==> src/rtl/imem_program_loader_pkg.sv <==
// Shared definitions for the instruction-memory program loader.
// Contents:
//   INST_W        - instruction word width
//   I_*_HI/_LO    - I-type field bit positions (op/rs/rt/imm), matching the decoder slices
//   OP_ADDI       - example opcode used by host-side stimulus
//   loader_state_e - loader FSM state encoding
package imem_program_loader_pkg;

    localparam int unsigned INST_W = 32;

    // I-type field slices; op position must track the decoder's I_OP slice.
    localparam int unsigned I_OP_HI  = 31;
    localparam int unsigned I_OP_LO  = 26;
    localparam int unsigned I_RS_HI  = 25;
    localparam int unsigned I_RS_LO  = 21;
    localparam int unsigned I_RT_HI  = 20;
    localparam int unsigned I_RT_LO  = 16;
    localparam int unsigned I_IMM_HI = 15;
    localparam int unsigned I_IMM_LO = 0;

    localparam logic [5:0] OP_ADDI = 6'b001000;

    typedef enum logic [2:0] {
        StIdle,
        StLoad,
        StDrain,
        StDone,
        StErr
    } loader_state_e;

endpackage

==> src/rtl/imem_program_loader_if.sv <==
// Field-tuple stream plus imem write port of the program loader.
//   fld_valid/fld_ready      - tuple handshake (host -> loader)
//   fld_op/rs/rt/imm/last    - I-type fields and end-of-program marker
//   imem_we/addr/wdata       - registered imem write port (loader -> memory)
// modport master: host/memory side; modport slave: loader side.
interface imem_program_loader_if #(
    parameter int unsigned ADDR_W = 8
);
    import imem_program_loader_pkg::*;

    logic              fld_valid;
    logic              fld_ready;
    logic [5:0]        fld_op;
    logic [4:0]        fld_rs;
    logic [4:0]        fld_rt;
    logic [15:0]       fld_imm;
    logic              fld_last;
    logic              imem_we;
    logic [ADDR_W-1:0] imem_addr;
    logic [INST_W-1:0] imem_wdata;

    modport master (
        output fld_valid, fld_op, fld_rs, fld_rt, fld_imm, fld_last,
        input  fld_ready, imem_we, imem_addr, imem_wdata
    );

    modport slave (
        input  fld_valid, fld_op, fld_rs, fld_rt, fld_imm, fld_last,
        output fld_ready, imem_we, imem_addr, imem_wdata
    );

endinterface

==> src/rtl/imem_program_loader_sync_fifo.sv <==
// Synchronous FIFO with full/empty flags and a flush input.
//   clk_i, rst_ni  - clock, synchronous active-low reset
//   flush_i        - discard all entries (wins over push/pop)
//   push_i/wdata_i - write; ignored when full
//   pop_i/rdata_o  - read; rdata_o shows the head entry, pop ignored when empty
//   full_o/empty_o - occupancy flags
// DEPTH must be a power of two >= 2 so the pointers wrap naturally.
module imem_program_loader_sync_fifo #(
    parameter int unsigned WIDTH = 32,
    parameter int unsigned DEPTH = 4
) (
    input  logic             clk_i,
    input  logic             rst_ni,
    input  logic             flush_i,
    input  logic             push_i,
    input  logic [WIDTH-1:0] wdata_i,
    input  logic             pop_i,
    output logic [WIDTH-1:0] rdata_o,
    output logic             full_o,
    output logic             empty_o
);

    localparam int unsigned PtrW = $clog2(DEPTH);

    logic [WIDTH-1:0] mem_q [DEPTH];
    logic [PtrW-1:0]  wr_ptr_q, wr_ptr_d;
    logic [PtrW-1:0]  rd_ptr_q, rd_ptr_d;
    logic [PtrW:0]    count_q, count_d;
    logic             do_push, do_pop;

    assign full_o  = (count_q == (PtrW + 1)'(DEPTH));
    assign empty_o = (count_q == '0);
    assign rdata_o = mem_q[rd_ptr_q];

    always_comb begin
        do_push  = push_i && !full_o;
        do_pop   = pop_i && !empty_o;
        wr_ptr_d = wr_ptr_q;
        rd_ptr_d = rd_ptr_q;
        count_d  = count_q;
        if (flush_i) begin
            wr_ptr_d = '0;
            rd_ptr_d = '0;
            count_d  = '0;
        end else begin
            if (do_push) wr_ptr_d = wr_ptr_q + 1'b1;
            if (do_pop)  rd_ptr_d = rd_ptr_q + 1'b1;
            case ({do_push, do_pop})
                2'b10:   count_d = count_q + 1'b1;
                2'b01:   count_d = count_q - 1'b1;
                default: count_d = count_q;
            endcase
        end
    end

    always_ff @(posedge clk_i) begin
        if (!rst_ni) begin
            wr_ptr_q <= '0;
            rd_ptr_q <= '0;
            count_q  <= '0;
        end else begin
            wr_ptr_q <= wr_ptr_d;
            rd_ptr_q <= rd_ptr_d;
            count_q  <= count_d;
        end
    end

    // Storage needs no reset; occupancy is tracked by count_q.
    always_ff @(posedge clk_i) begin
        if (do_push && !flush_i) mem_q[wr_ptr_q] <= wdata_i;
    end

endmodule

==> src/rtl/imem_program_loader.sv <==
// Encodes I-type field tuples into instruction words, buffers them and writes them
// sequentially into instruction memory, holding the core in reset-like not-run state
// until the whole program is written.
//   clk, rst_n    - clock, synchronous active-low reset
//   start         - pulse; begins a load session (ignored while busy)
//   bus (slave)   - tuple stream in, imem write port out
//   cpu_run       - core may fetch/execute (program complete)
//   busy          - session in progress (LOAD or DRAIN)
//   err_overflow  - sticky; program exceeded 2**ADDR_W words
//   word_count    - words written this session
module imem_program_loader
    import imem_program_loader_pkg::*;
#(
    parameter int unsigned ADDR_W     = 8,
    parameter int unsigned FIFO_DEPTH = 4,
    parameter int unsigned BASE_ADDR  = 0
) (
    input  logic                      clk,
    input  logic                      rst_n,
    input  logic                      start,
    imem_program_loader_if.slave      bus,
    output logic                      cpu_run,
    output logic                      busy,
    output logic                      err_overflow,
    output logic [ADDR_W:0]           word_count
);

    localparam logic [ADDR_W:0]   Capacity = {1'b1, {ADDR_W{1'b0}}};
    localparam logic [ADDR_W-1:0] BaseAddr = ADDR_W'(BASE_ADDR);

    loader_state_e     state_q, state_d;
    logic [ADDR_W-1:0] wr_ptr_q, wr_ptr_d;
    logic [ADDR_W:0]   count_q, count_d;
    logic              err_q, err_d;
    logic              we_q, we_d;
    logic [ADDR_W-1:0] addr_q, addr_d;
    logic [INST_W-1:0] wdata_q, wdata_d;

    logic              fifo_push, fifo_pop, fifo_flush;
    logic              fifo_full, fifo_empty;
    logic [INST_W-1:0] fifo_rdata;
    logic [INST_W-1:0] enc_word;
    logic              fld_ready;
    logic              writing;

    assign enc_word = {bus.fld_op, bus.fld_rs, bus.fld_rt, bus.fld_imm};

    imem_program_loader_sync_fifo #(
        .WIDTH (INST_W),
        .DEPTH (FIFO_DEPTH)
    ) u_fifo (
        .clk_i   (clk),
        .rst_ni  (rst_n),
        .flush_i (fifo_flush),
        .push_i  (fifo_push),
        .wdata_i (enc_word),
        .pop_i   (fifo_pop),
        .rdata_o (fifo_rdata),
        .full_o  (fifo_full),
        .empty_o (fifo_empty)
    );

    always_comb begin
        state_d    = state_q;
        wr_ptr_d   = wr_ptr_q;
        count_d    = count_q;
        err_d      = err_q;
        we_d       = 1'b0;
        addr_d     = addr_q;
        wdata_d    = wdata_q;
        fifo_pop   = 1'b0;
        fifo_flush = 1'b0;

        // No pass-through when full: ready depends only on registered occupancy.
        fld_ready = (state_q == StLoad) && !fifo_full;
        fifo_push = bus.fld_valid && fld_ready;
        writing   = (state_q == StLoad) || (state_q == StDrain);

        unique case (state_q)
            StIdle, StDone, StErr: begin
                if (start) begin
                    state_d  = StLoad;
                    wr_ptr_d = BaseAddr;
                    count_d  = '0;
                    err_d    = 1'b0;
                end
            end
            StLoad: begin
                if (fifo_push && bus.fld_last) state_d = StDrain;
            end
            StDrain: begin
                if (fifo_empty) state_d = StDone;
            end
            default: state_d = StIdle;
        endcase

        // Write side: one pop per cycle; a full program suppresses the write and aborts.
        if (writing && !fifo_empty) begin
            if (count_q == Capacity) begin
                err_d      = 1'b1;
                state_d    = StErr;
                fifo_flush = 1'b1;
            end else begin
                fifo_pop = 1'b1;
                we_d     = 1'b1;
                addr_d   = wr_ptr_q;
                wdata_d  = fifo_rdata;
                wr_ptr_d = wr_ptr_q + 1'b1;
                count_d  = count_q + 1'b1;
            end
        end
    end

    always_ff @(posedge clk) begin
        if (!rst_n) begin
            state_q  <= StIdle;
            wr_ptr_q <= '0;
            count_q  <= '0;
            err_q    <= 1'b0;
            we_q     <= 1'b0;
            addr_q   <= '0;
            wdata_q  <= '0;
        end else begin
            state_q  <= state_d;
            wr_ptr_q <= wr_ptr_d;
            count_q  <= count_d;
            err_q    <= err_d;
            we_q     <= we_d;
            addr_q   <= addr_d;
            wdata_q  <= wdata_d;
        end
    end

    assign bus.fld_ready  = fld_ready;
    assign bus.imem_we    = we_q;
    assign bus.imem_addr  = addr_q;
    assign bus.imem_wdata = wdata_q;
    assign cpu_run        = (state_q == StDone);
    assign busy           = (state_q == StLoad) || (state_q == StDrain);
    assign err_overflow   = err_q;
    assign word_count     = count_q;

endmodule
==> src/flat_wrapper.sv <==
// flat-port wrapper written by rule: the top's interface ports become plain ports
module imem_program_loader_flat import imem_program_loader_pkg::*;
#(
    parameter int unsigned ADDR_W     = 8,
    parameter int unsigned FIFO_DEPTH = 4,
    parameter int unsigned BASE_ADDR  = 0
)
  (clk, rst_n, start, cpu_run, busy, err_overflow, word_count, bus_fld_valid, bus_fld_op, bus_fld_rs, bus_fld_rt, bus_fld_imm, bus_fld_last, bus_fld_ready, bus_imem_we, bus_imem_addr, bus_imem_wdata);
  imem_program_loader_if #(.ADDR_W(ADDR_W)) bus_i ();
  input  logic clk;
  input  logic rst_n;
  input  logic start;
  output logic cpu_run;
  output logic busy;
  output logic err_overflow;
  output logic [ADDR_W:0] word_count;
  input wire logic [$bits(bus_i.fld_valid)-1:0] bus_fld_valid;
  input wire logic [$bits(bus_i.fld_op)-1:0] bus_fld_op;
  input wire logic [$bits(bus_i.fld_rs)-1:0] bus_fld_rs;
  input wire logic [$bits(bus_i.fld_rt)-1:0] bus_fld_rt;
  input wire logic [$bits(bus_i.fld_imm)-1:0] bus_fld_imm;
  input wire logic [$bits(bus_i.fld_last)-1:0] bus_fld_last;
  output wire logic [$bits(bus_i.fld_ready)-1:0] bus_fld_ready;
  output wire logic [$bits(bus_i.imem_we)-1:0] bus_imem_we;
  output wire logic [$bits(bus_i.imem_addr)-1:0] bus_imem_addr;
  output wire logic [$bits(bus_i.imem_wdata)-1:0] bus_imem_wdata;
  assign bus_i.fld_valid = bus_fld_valid;
  assign bus_i.fld_op = bus_fld_op;
  assign bus_i.fld_rs = bus_fld_rs;
  assign bus_i.fld_rt = bus_fld_rt;
  assign bus_i.fld_imm = bus_fld_imm;
  assign bus_i.fld_last = bus_fld_last;
  assign bus_fld_ready = bus_i.fld_ready;
  assign bus_imem_we = bus_i.imem_we;
  assign bus_imem_addr = bus_i.imem_addr;
  assign bus_imem_wdata = bus_i.imem_wdata;
  imem_program_loader #(.ADDR_W(ADDR_W), .FIFO_DEPTH(FIFO_DEPTH), .BASE_ADDR(BASE_ADDR)) u_core (.clk(clk), .rst_n(rst_n), .start(start), .bus(bus_i), .cpu_run(cpu_run), .busy(busy), .err_overflow(err_overflow), .word_count(word_count));
endmodule
==> config.mk <==
export PLATFORM = sky130hd
export DESIGN_NAME = imem_program_loader_flat
export DESIGN_NICKNAME = d
export VERILOG_FILES = /design/src/rtl/imem_program_loader_pkg.sv /design/src/rtl/imem_program_loader_if.sv /design/src/rtl/imem_program_loader_sync_fifo.sv /design/src/rtl/imem_program_loader.sv /design/src/flat_wrapper.sv
export SDC_FILE = /design/constraint.sdc
export NUM_CORES = 1
export LEC_CHECK = 0
export ABC_CLOCK_PERIOD_IN_PS = 2590
export BUFFER_PORTS_ARGS = -buffer_cell sky130_fd_sc_hd__buf_2
export CORE_MARGIN = 2
export CORE_UTILIZATION = 30
export CTS_CLUSTER_SIZE = 40
export DETAILED_ROUTE_END_ITERATION = 12
export GPL_ROUTABILITY_DRIVEN = 0
export PLACE_DENSITY = 0.57
export SYNTH_ARGS = -nofsm -noshare
export SYNTH_HDL_FRONTEND = slang
export SYNTH_SLANG_ARGS = --single-unit
==> constraint.sdc <==
create_clock -name clk -period 2.59 [get_ports clk]
set_clock_uncertainty 0.05 [all_clocks]
set_input_delay 0.6475 -clock clk [delete_from_list [all_inputs] [get_ports clk]]
set_output_delay 0.6475 -clock clk [all_outputs]
set_load 0.05 [all_outputs]
==> key figures, run 1 <==
Pwr
  – Leak: 3.11 nW
  – Pwr Density: 745 nW/um^2
  – Worst VDD drop: 0.407 mV
  – Total Power: 0.00685 W

Setup path
  – Worst Path Required: 2.59 ns
  – WP data arrival: 2.49 ns
  – Critical Path Start Type: flop
  – CP Max Fanout: 32
  – Crit Path Class: flop to flop
  – Worst setup EP type: flop

Synth
  – Compound-Gate Fraction of Synth Area: 0.0901
  – Netlist Area Pre-Place: 7740 um^2
  – Ys Warns: 0
  – Simple logic cell fraction of the synthesized area: 0.0886
  – Synth top area share: 0.497
  – Top_reg_cell synth: edfxtp_1
  – XOR/XNOR Fraction of Synth Area: 0.00566
  – Synth Instances: 551
  – Post-synth EDFFs: 128
  – Largest family of logic cells by synthesized area: multiplexers
  – Fraction of registers with async set/reset: 0
  – Post-synth cell types: 49
  – Synth Register Bits: 197
  – Syn avg cell area: 14.0 um^2
  – Top-count cell post-synth: edfxtp_1
  – Synth area leader: edfxtp_1
  – List of most frequent post-synthesis cells: edfxtp_1 (128), dfxtp_1 (69), nand3_1 (57)
  – Synth area leaders: edfxtp_1 (50%), dfxtp_1 (18%), mux4_2 (9.3%)
  – Mux cell area share after synthesis: 0.0970
  – Syn Nets: 597
  – Register area share after synthesis: 0.675
  – Adder-Cell Fraction of Synth Area: 0.0155

Detailed routing
  – Pre-Repair DR Iteration Count: 7
  – Routed WL: 17300 um
  – Average wire per standard cell: 17.7 um
  – Vias per cell: 4.92
  – DRC violations left: 0
  – DR iter-0 viols: 379
  – Routed Antenna Nets: 0
  – Detailed-route via count: 4822

Layout
  – Fillers: 2415
  – Layout area overhead: 19.0%
  – Layout cells sized above 1: 0.284
  – # nets final: 682
  – Design area: 9210 um^2

Floorplanning
  – Core ar.: 25300 um^2
  – Die area: 27100 um^2
  – # rows: 58
  – I/O pin total: 91
  – Initial Utilization: 0.306
  – Chip width: 165 um
  – DIE HEIGHT: 165 um

Placed design
  – Post-Place Worst Slack: 0.0781 ns
  – Post-DP HPWL: 11100 um
  – I/O Buffers: 90
  – Placed instance area: 8570 um^2

Job
  – Max cap viols: 0

Clock network
  – # H-tree levels: 4
  – # clock sinks: 197
  – Inserted Clock Buffers: 17
  – CTS root buffer: clkbuf_16
  – Clk slew on worst S/H paths: 0.08 ns
  – Total setup buffers inserted after CTS: 0
  – Clock latency on the worst-skew pair: 0.42 ns
  – Clk buf depth: 2
  – CTS tree: yes
  – Post-CTS resize count: 0

Global routing
  – Initial antenna violation count: 2
  – Largest net degree at the start of global routing: 55
  – Overall track demand over capacity in global routing: 0.131
  – First-pass GRT wire length: 26700 um
  – Grt ovf: 0
  – Number of global-route vias before repair: 4669

Timing
  – Slew Limit Fails: 0
  – Period utilisation layout: 0.961
  – Setup violators final: 0
  – Count of final hold-check violations: 0
  – Worst Tran Pin Value: 0.924 ns
  – Worst slew margin: 0.384
  – Final WS setup: 0.101 ns
  – Fmax: 402 MHz
  – RSZ-0062 raised after global routing: yes
  – Final min period: 2.49 ns

Outcome
  – Outcome: complete, no violations

Min path
  – Min-Delay Path Class: input pin to flop
==> final timing paths <==
check / start / endpoint / slack [ns] / cells after the start
worst max-delay path: u_core.state_q[0] / u_core.u_fifo.mem_q[1][21] / 0.10 / 4
worst min-delay path: bus_fld_imm[8] / u_core.u_fifo.mem_q[3][8] / 0.38 / 1
worst max register to register: u_core.state_q[0] / u_core.u_fifo.mem_q[1][21] / 0.10 / 4
worst min register to register: u_core.err_overflow / u_core.err_overflow / 0.41 / 2
==> cells by family after synthesis <==
logic type | Yosys count
AOI/OAI and AO/OA | 125
and+or+nand+nor | 128
buffers and inverters | 52
muxes | 35
DFF | 197
adders and majority gates | 9
xor gates and xnor gates | 5
==> metrics by stage <==
stage	hold WS (ns)	utilization	cells	setup TNS, ns
6_report	0.379	0.365	981	0
5_1_grt	0.367	0.364	980	-25.73
4_1_cts	0.368	0.364	979	0
3_5_place_dp	0.410	0.340	947	0
3_3_place_gp	0.411	0.340	947	0
2_1_floorplan	0.402	-	551	0
==> layout by cell type, fill, tap and decap left out, drive strengths merged, types with 2 or more instances in the layout <==
cell and n:
mux4 32, bufinv 2, dfxtp 69, xor2 2, diode 2, o211ai 7, o2111ai 2, edfxtp 128
nand3b 3, and3 4, inv 19, o221ai 2, clkinvlp 2, mux2i 3, nor4 4, xnor2 3
and2 5, nor3b 4, o21ai 54, ha 8, clkbuf 19, nand2 16, nor2 15, buf 105
a21oi 50, or4 3, nand3 57, a311oi 3, clkinv 3, nor3 3, or3 2, nand4 2
nor2b 6, o31a 2
==> report_power, final <==
group | internal [W] | switching [W]
logic | 0.000212 | 0.000417
registers | 0.00343 | 0.0000512
clock network | 0.00150 | 0.00124
total | 0.00514 | 0.00171
==> what timing repair did <==
item	4_1_cts	5_1_grt
setup endpoints to repair	0	128
hold buffers	0	0
endpoints found under the hold margin	0	0
==> registers in the layout, summed over array words and instances (netlist names) <==
register                count
u_core.bus.imem_addr        8
u_core.u_fifo.mem_q       128
u_core.u_fifo.rd_ptr_q      2
u_core.u_fifo.wr_ptr_q      2
u_core.wr_ptr_q             8
u_core.bus.imem_we          1
u_core.err_overflow         1
u_core.state_q              3
u_core.u_fifo.count_q       3
u_core.word_count           9
u_core.bus.imem_wdata      32
==> final cells by class <==
type / instances / area (um^2) / share of cell area
Timing Repair Buffer: 105 / 576 / 0.0625
Inverter: 13 / 48.8 / 0.00530
Tap cell: 330 / 413 / 0.0448
Sequential cell: 197 / 5230 / 0.568
Antenna cell: 2 / 5.00 / 0.000544
Clock buffer: 19 / 443 / 0.0481
Clock inverter: 13 / 184 / 0.0200
Multi-Input combinational cell: 302 / 2310 / 0.251
==> layer usage <==
metal | vias up | wire length, um | global-route usage
li1 | 2296 | - | -
met1 | 2395 | 8020 | 0.177
met2 | 119 | 8350 | 0.211
met3 | 12 | 791 | 0.0299
met4 | 0 | 180 | 0.0344
met5 | - | 0 | 0
==> worst max-delay path, stage by stage, from the launching register on <==
cell	delay [ns]
dfxtp_1	0.44
nor3b_1	0.32
nand3_1	0.22
a21oi_1	0.27
and2_2	0.80
Note: power is estimated with default switching activity, not from simulation.
==> inputs of run 2 (changes only) <==
Settings changed: CELL_PAD_IN_SITES_DETAIL_PLACEMENT set to 1, CELL_PAD_IN_SITES_GLOBAL_PLACEMENT set to 2, PLACE_DENSITY 0.57 to 0.73.
==> run 2 against run 1 <==
Net effect: cell count stayed put; critical endpoint is now bus_fld_ready; critical path depth shrank 1; sequential power is essentially flat; highest routed layer is now met5; fmax is 3.8% higher; sequential share of layout area is 0.22 points lower; design area rose by 0.39%; flip-flop and latch count is the same; critical path type is now flop to output pin; worst hold slack got worse by 0.0075 ns; register-to-register slack gained 0.11 ns; non-clock buffer count stayed put; core utilization rose by 0.14 points.
==> key figures, run 2 (synthesis results as in run 1) <==
Timing
  – Final min period: 2.40 ns
  – Setup_tns: 0 ns
  – Worst slew margin: 0.375
  – Setup violators final: 0
  – Slew Limit Fails: 0
  – Fmax: 417 MHz
  – Period utilisation layout: 0.925
  – Worst Tran Pin Value: 0.937 ns
  – Count of final hold-check violations: 0
  – RSZ-0062 raised after global routing: no

Setup path
  – FF-to-FF path depth: 11
  – Worst Path Required: 1.89 ns
  – Worst setup path startpoint: u_core.state_q[0]
  – R2R Setup Slk: 0.21 ns
  – Crit Path Class: flop to output pin
  – WP data arrival: 1.70 ns
  – CP bufs+invs: 1
  – Delay-heaviest family, CP: simple AND/OR/NAND/NOR gates
  – Worst Setup EP: bus_fld_ready
  – Worst-path cell chain: nor3b_1 > and2_1 > buf_2
  – RR Startpoint: u_core.state_q[0]
  – Critical R2R Capture: u_core.u_fifo.count_q[2]
  – CP peak stage delay: 0.45 ns
  – Slowest CP cell: dfxtp_1
  – CP Max Fanout: 7
  – Critical Path Start Type: flop
  – Worst path depth: 3
  – Worst setup EP type: output pin

Floorplanning
  – Die area: 27100 um^2
  – DIE HEIGHT: 165 um
  – Initial Utilization: 0.306
  – Chip width: 165 um
  – Core ar.: 25300 um^2
  – # rows: 58
  – I/O pin total: 91

Layout
  – Largest register by flop count: u_core.u_fifo.mem_q
  – Design area: 9240 um^2
  – # nets final: 682
  – Largest register FFs: 128
  – Layout area overhead: 19.5%
  – Layout cells sized above 1: 0.285
  – Most frequent cells in the layout: edfxtp_1 (128), buf_2 (90), dfxtp_1 (66), nand3_1 (57), o21ai_0 (51)
  – Commonest non-fill, non-tap cell in the layout: edfxtp_1

Clock network
  – Inserted Clock Buffers: 17
  – Hold-fix buffers, CTS: 0
  – # clock sinks: 197
  – CTS root buffer: clkbuf_16
  – Clk buf depth: 2
  – Total setup buffers inserted after CTS: 0
  – CTS tree: yes
  – Clk slew on worst S/H paths: 0.08 ns
  – Post-CTS resize count: 0
  – # H-tree levels: 4
  – Clock latency on the worst-skew pair: 0.44 ns

Detailed routing
  – DRC violations left: 0
  – Detailed-route via count: 4954
  – Vias per cell: 5.05
  – Routed WL: 19200 um
  – Routed Antenna Nets: 0
  – Pre-Repair DR Iteration Count: 6
  – DR iter-0 viols: 284
  – Average wire per standard cell: 19.6 um

Placed design
  – Placed instance area: 8640 um^2
  – I/O Buffers: 90
  – Post-DP HPWL: 12200 um

Outcome
  – Outcome: complete, no violations

Pwr
  – Leak: 3.11 nW
  – Pwr Density: 732 nW/um^2
  – Worst VDD drop: 0.489 mV

Global routing
  – Most used routing layer in global routing: met2
  – Initial antenna violation count: 3
  – Met3 Use GR: 0.0372
  – First-pass GRT wire length: 29600 um
  – Grt ovf: 0
  – Met1 Use GR: 0.179
  – Number of global-route vias before repair: 5301
  – Met2 usage: 0.255
  – Largest net degree at the start of global routing: 58
  – Overall track demand over capacity in global routing: 0.146

Min path
  – Min-Delay Path Class: input pin to flop

Job
  – Max cap viols: 0
==> run 2: cell types whose count changed in the layout (fill, tap and decap cells not counted), sizes merged <==
cell | before | now
bufinv | 2 | 0
clkbuf | 19 | 17
clkinv | 3 | 5
inv | 19 | 21
==> run 2: worst min-delay path by stage <==
stage | startpoint | endpoint | slack [ns] | depth (start not counted)
floorplan | u_core.wr_ptr_q[7] | u_core.bus.imem_addr[7] | 0.40 | 2
global placement | u_core.bus.imem_wdata[9] | u_core.bus.imem_wdata[9] | 0.41 | 2
detailed placement | u_core.bus.imem_addr[6] | u_core.bus.imem_addr[6] | 0.42 | 2
CTS | bus_fld_rt[3] | u_core.u_fifo.mem_q[0][19] | 0.35 | 1
global route | bus_fld_rt[3] | u_core.u_fifo.mem_q[2][19] | 0.35 | 1
finish | bus_fld_rs[2] | u_core.u_fifo.mem_q[3][23] | 0.37 | 1
==> run 2: per-layer routing <==
metal	wire, um	part of all wire
met1	8230	0.43
met2	9860	0.51
met5	13	0.00068
met3	863	0.045
met4	218	0.011
==> run 2: report_power, final <==
| part | switching (W) | internal (W) | total (W) |
|---|---|---|---|
| clock network | 0.00133 | 0.00131 | 0.00264 |
| logic | 0.000427 | 0.000219 | 0.000646 |
| registers | 0.0000530 | 0.00342 | 0.00348 |
==> run 2: metrics by stage <==
step | hold slack, ns | power, W | util | setup WS, ns | std cells
after global routing | 0.352 | 0.00702 | 0.366 | 0.0525 | 980
after floorplan | 0.402 | 0.00398 | - | 0.0306 | 551
after detailed placement | 0.418 | 0.00421 | 0.342 | 0.233 | 947
after CTS | 0.351 | 0.00685 | 0.366 | 0.153 | 979
final | 0.371 | 0.00676 | 0.366 | 0.193 | 981
after global placement | 0.411 | 0.00418 | 0.342 | 0.365 | 947
==> run 2: cell type report <==
cell class,instances,area [um^2]
fill,2712,16000
sequential,197,5230
multi-input combinational,302,2310
timing repair buffer,105,638
clock buffer,17,425
tap,330,413
clock inverter,15,175
inverter,13,48.8
antenna,2,5.00
==> inputs of run 3 (changes only) <==
Settings changed: PLACE_DENSITY 0.73 to not set, PLACE_DENSITY_LB_ADDON set to 0.2.
==> run 3 against run 2 <==
Net effect: fmax increased by 0.35%; via count decreased by 0.20%; die area unchanged; global-route usage increased by 0.35 points; critical endpoint unchanged.
==> key figures, run 3 (synthesis results as in run 1) <==
Detailed routing
  – Routed Antenna Nets: 0
  – Detailed-route via count: 4944
  – Routed WL: 19300 um
  – DR iter-0 viols: 249
  – DRC violations left: 0
  – Vias per cell: 5.04
  – Pre-Repair DR Iteration Count: 4
  – Average wire per standard cell: 19.7 um

Floorplanning
  – I/O pin total: 91
  – # rows: 58
  – Die area: 27100 um^2
  – Initial Utilization: 0.306
  – DIE HEIGHT: 165 um
  – Core ar.: 25300 um^2
  – Chip width: 165 um

Setup path
  – Delay-heaviest family, CP: simple AND/OR/NAND/NOR gates
  – CP peak stage delay: 0.44 ns
  – Critical Path Start Type: flop
  – Slowest CP cell: dfxtp_1
  – CP Max Fanout: 7
  – Worst-path cell chain: nor3b_1 > and2_1 > buf_2
  – Critical R2R Capture: u_core.u_fifo.count_q[2]
  – Worst setup EP type: output pin
  – RR Startpoint: u_core.word_count[1]
  – R2R Setup Slk: 0.32 ns
  – Crit Path Class: flop to output pin
  – WP data arrival: 1.69 ns
  – CP bufs+invs: 1
  – FF-to-FF path depth: 12
  – Worst Path Required: 1.89 ns

Timing
  – Hold WS: 0.379 ns
  – RSZ-0062 raised after global routing: no
  – Final min period: 2.39 ns
  – Fmax: 419 MHz
  – Setup violators final: 0
  – Worst slew margin: 0.342
  – Setup_tns: 0 ns
  – Count of final hold-check violations: 0
  – Period utilisation layout: 0.922
  – Worst Tran Pin Value: 0.987 ns
  – Slew Limit Fails: 0

Clock network
  – CTS tree: yes
  – Post-CTS resize count: 0
  – Hold-fix buffers, CTS: 0
  – Total setup buffers inserted after CTS: 0
  – # H-tree levels: 4
  – # clock sinks: 197
  – CTS root buffer: clkbuf_16
  – Clk buf depth: 2
  – Clk slew on worst S/H paths: 0.08 ns
  – Inserted Clock Buffers: 17
  – Clock latency on the worst-skew pair: 0.43 ns

Global routing
  – Largest net degree at the start of global routing: 58
  – First-pass GRT wire length: 30300 um
  – Overall track demand over capacity in global routing: 0.149
  – Number of global-route vias before repair: 5232
  – Initial antenna violation count: 0
  – Grt ovf: 0

Layout
  – Largest register FFs: 128
  – Layout area overhead: 19.0%
  – Commonest non-fill, non-tap cell in the layout: edfxtp_1
  – # nets final: 684
  – Design area: 9210 um^2
  – Most frequent cells in the layout: edfxtp_1 (128), buf_2 (90), dfxtp_1 (66), nand3_1 (57), o21ai_0 (51)
  – Diodes inserted: 0
  – Layout cells sized above 1: 0.284
  – Largest register by flop count: u_core.u_fifo.mem_q

Min path
  – Hold depth: 1
  – Hold path startpoint: bus_fld_rt[1]
  – Min-Delay Path Class: input pin to flop
  – Hold path endpoint: u_core.u_fifo.mem_q[2][17]

Job
  – Max cap viols: 0

Placed design
  – Placed instance area: 8640 um^2
  – I/O Buffers: 90
  – Post-DP HPWL: 11900 um

Outcome
  – Outcome: complete, no violations

Pwr
  – Leak: 3.10 nW
  – Pwr Density: 723 nW/um^2
  – Worst VDD drop: 0.410 mV
run 3: power breakdown:
group	leakage [nW]	switching, W	internal (W)
logic	1.12	0.000439	0.000214
clock network	0.271	0.00126	0.00127
registers	1.71	0.0000414	0.00343
total	3.10	0.00174	0.00491
run 3: layout make-up:
cell class,count,area (um^2)
clock buffer,17,425
clock inverter,15,141
fill,2690,16000
sequential,197,5230
inverter,13,48.8
multi-input combinational,302,2310
timing repair buffer,107,641
tap,330,413
run 3: through the flow:
stage,total power [W],setup WS (ns),instances,util
2_1_floorplan,0.00398,0.0306,551,-
3_3_place_gp,0.00419,0.399,949,0.342
3_5_place_dp,0.00420,0.328,949,0.342
4_1_cts,0.00676,0.194,981,0.365
5_1_grt,0.00693,0.0823,981,0.365
6_report,0.00665,0.202,981,0.365
run 3: metal layers:
metal	track usage	up-vias	share of wire
met5	0	-	0
met4	0.0415	0	0.012
met3	0.0294	16	0.034
met2	0.256	78	0.50
met1	0.193	2566	0.45
li1	-	2284	-
run 3: how the worst max path moves through the flow:
| stage | startpoint | endpoint | cells after the start | slack, ns |
|---|---|---|---|---|
| after floorplan | u_core.word_count[1] | u_core.u_fifo.count_q[2] | 12 | 0.03 |
| final | u_core.state_q[0] | bus_fld_ready | 3 | 0.20 |
| after CTS | u_core.state_q[0] | bus_fld_ready | 3 | 0.19 |
| after global placement | u_core.word_count[3] | u_core.u_fifo.count_q[2] | 11 | 0.40 |
| after global routing | u_core.word_count[3] | u_core.u_fifo.count_q[2] | 11 | 0.08 |
| after detailed placement | u_core.word_count[1] | u_core.u_fifo.count_q[2] | 12 | 0.33 |
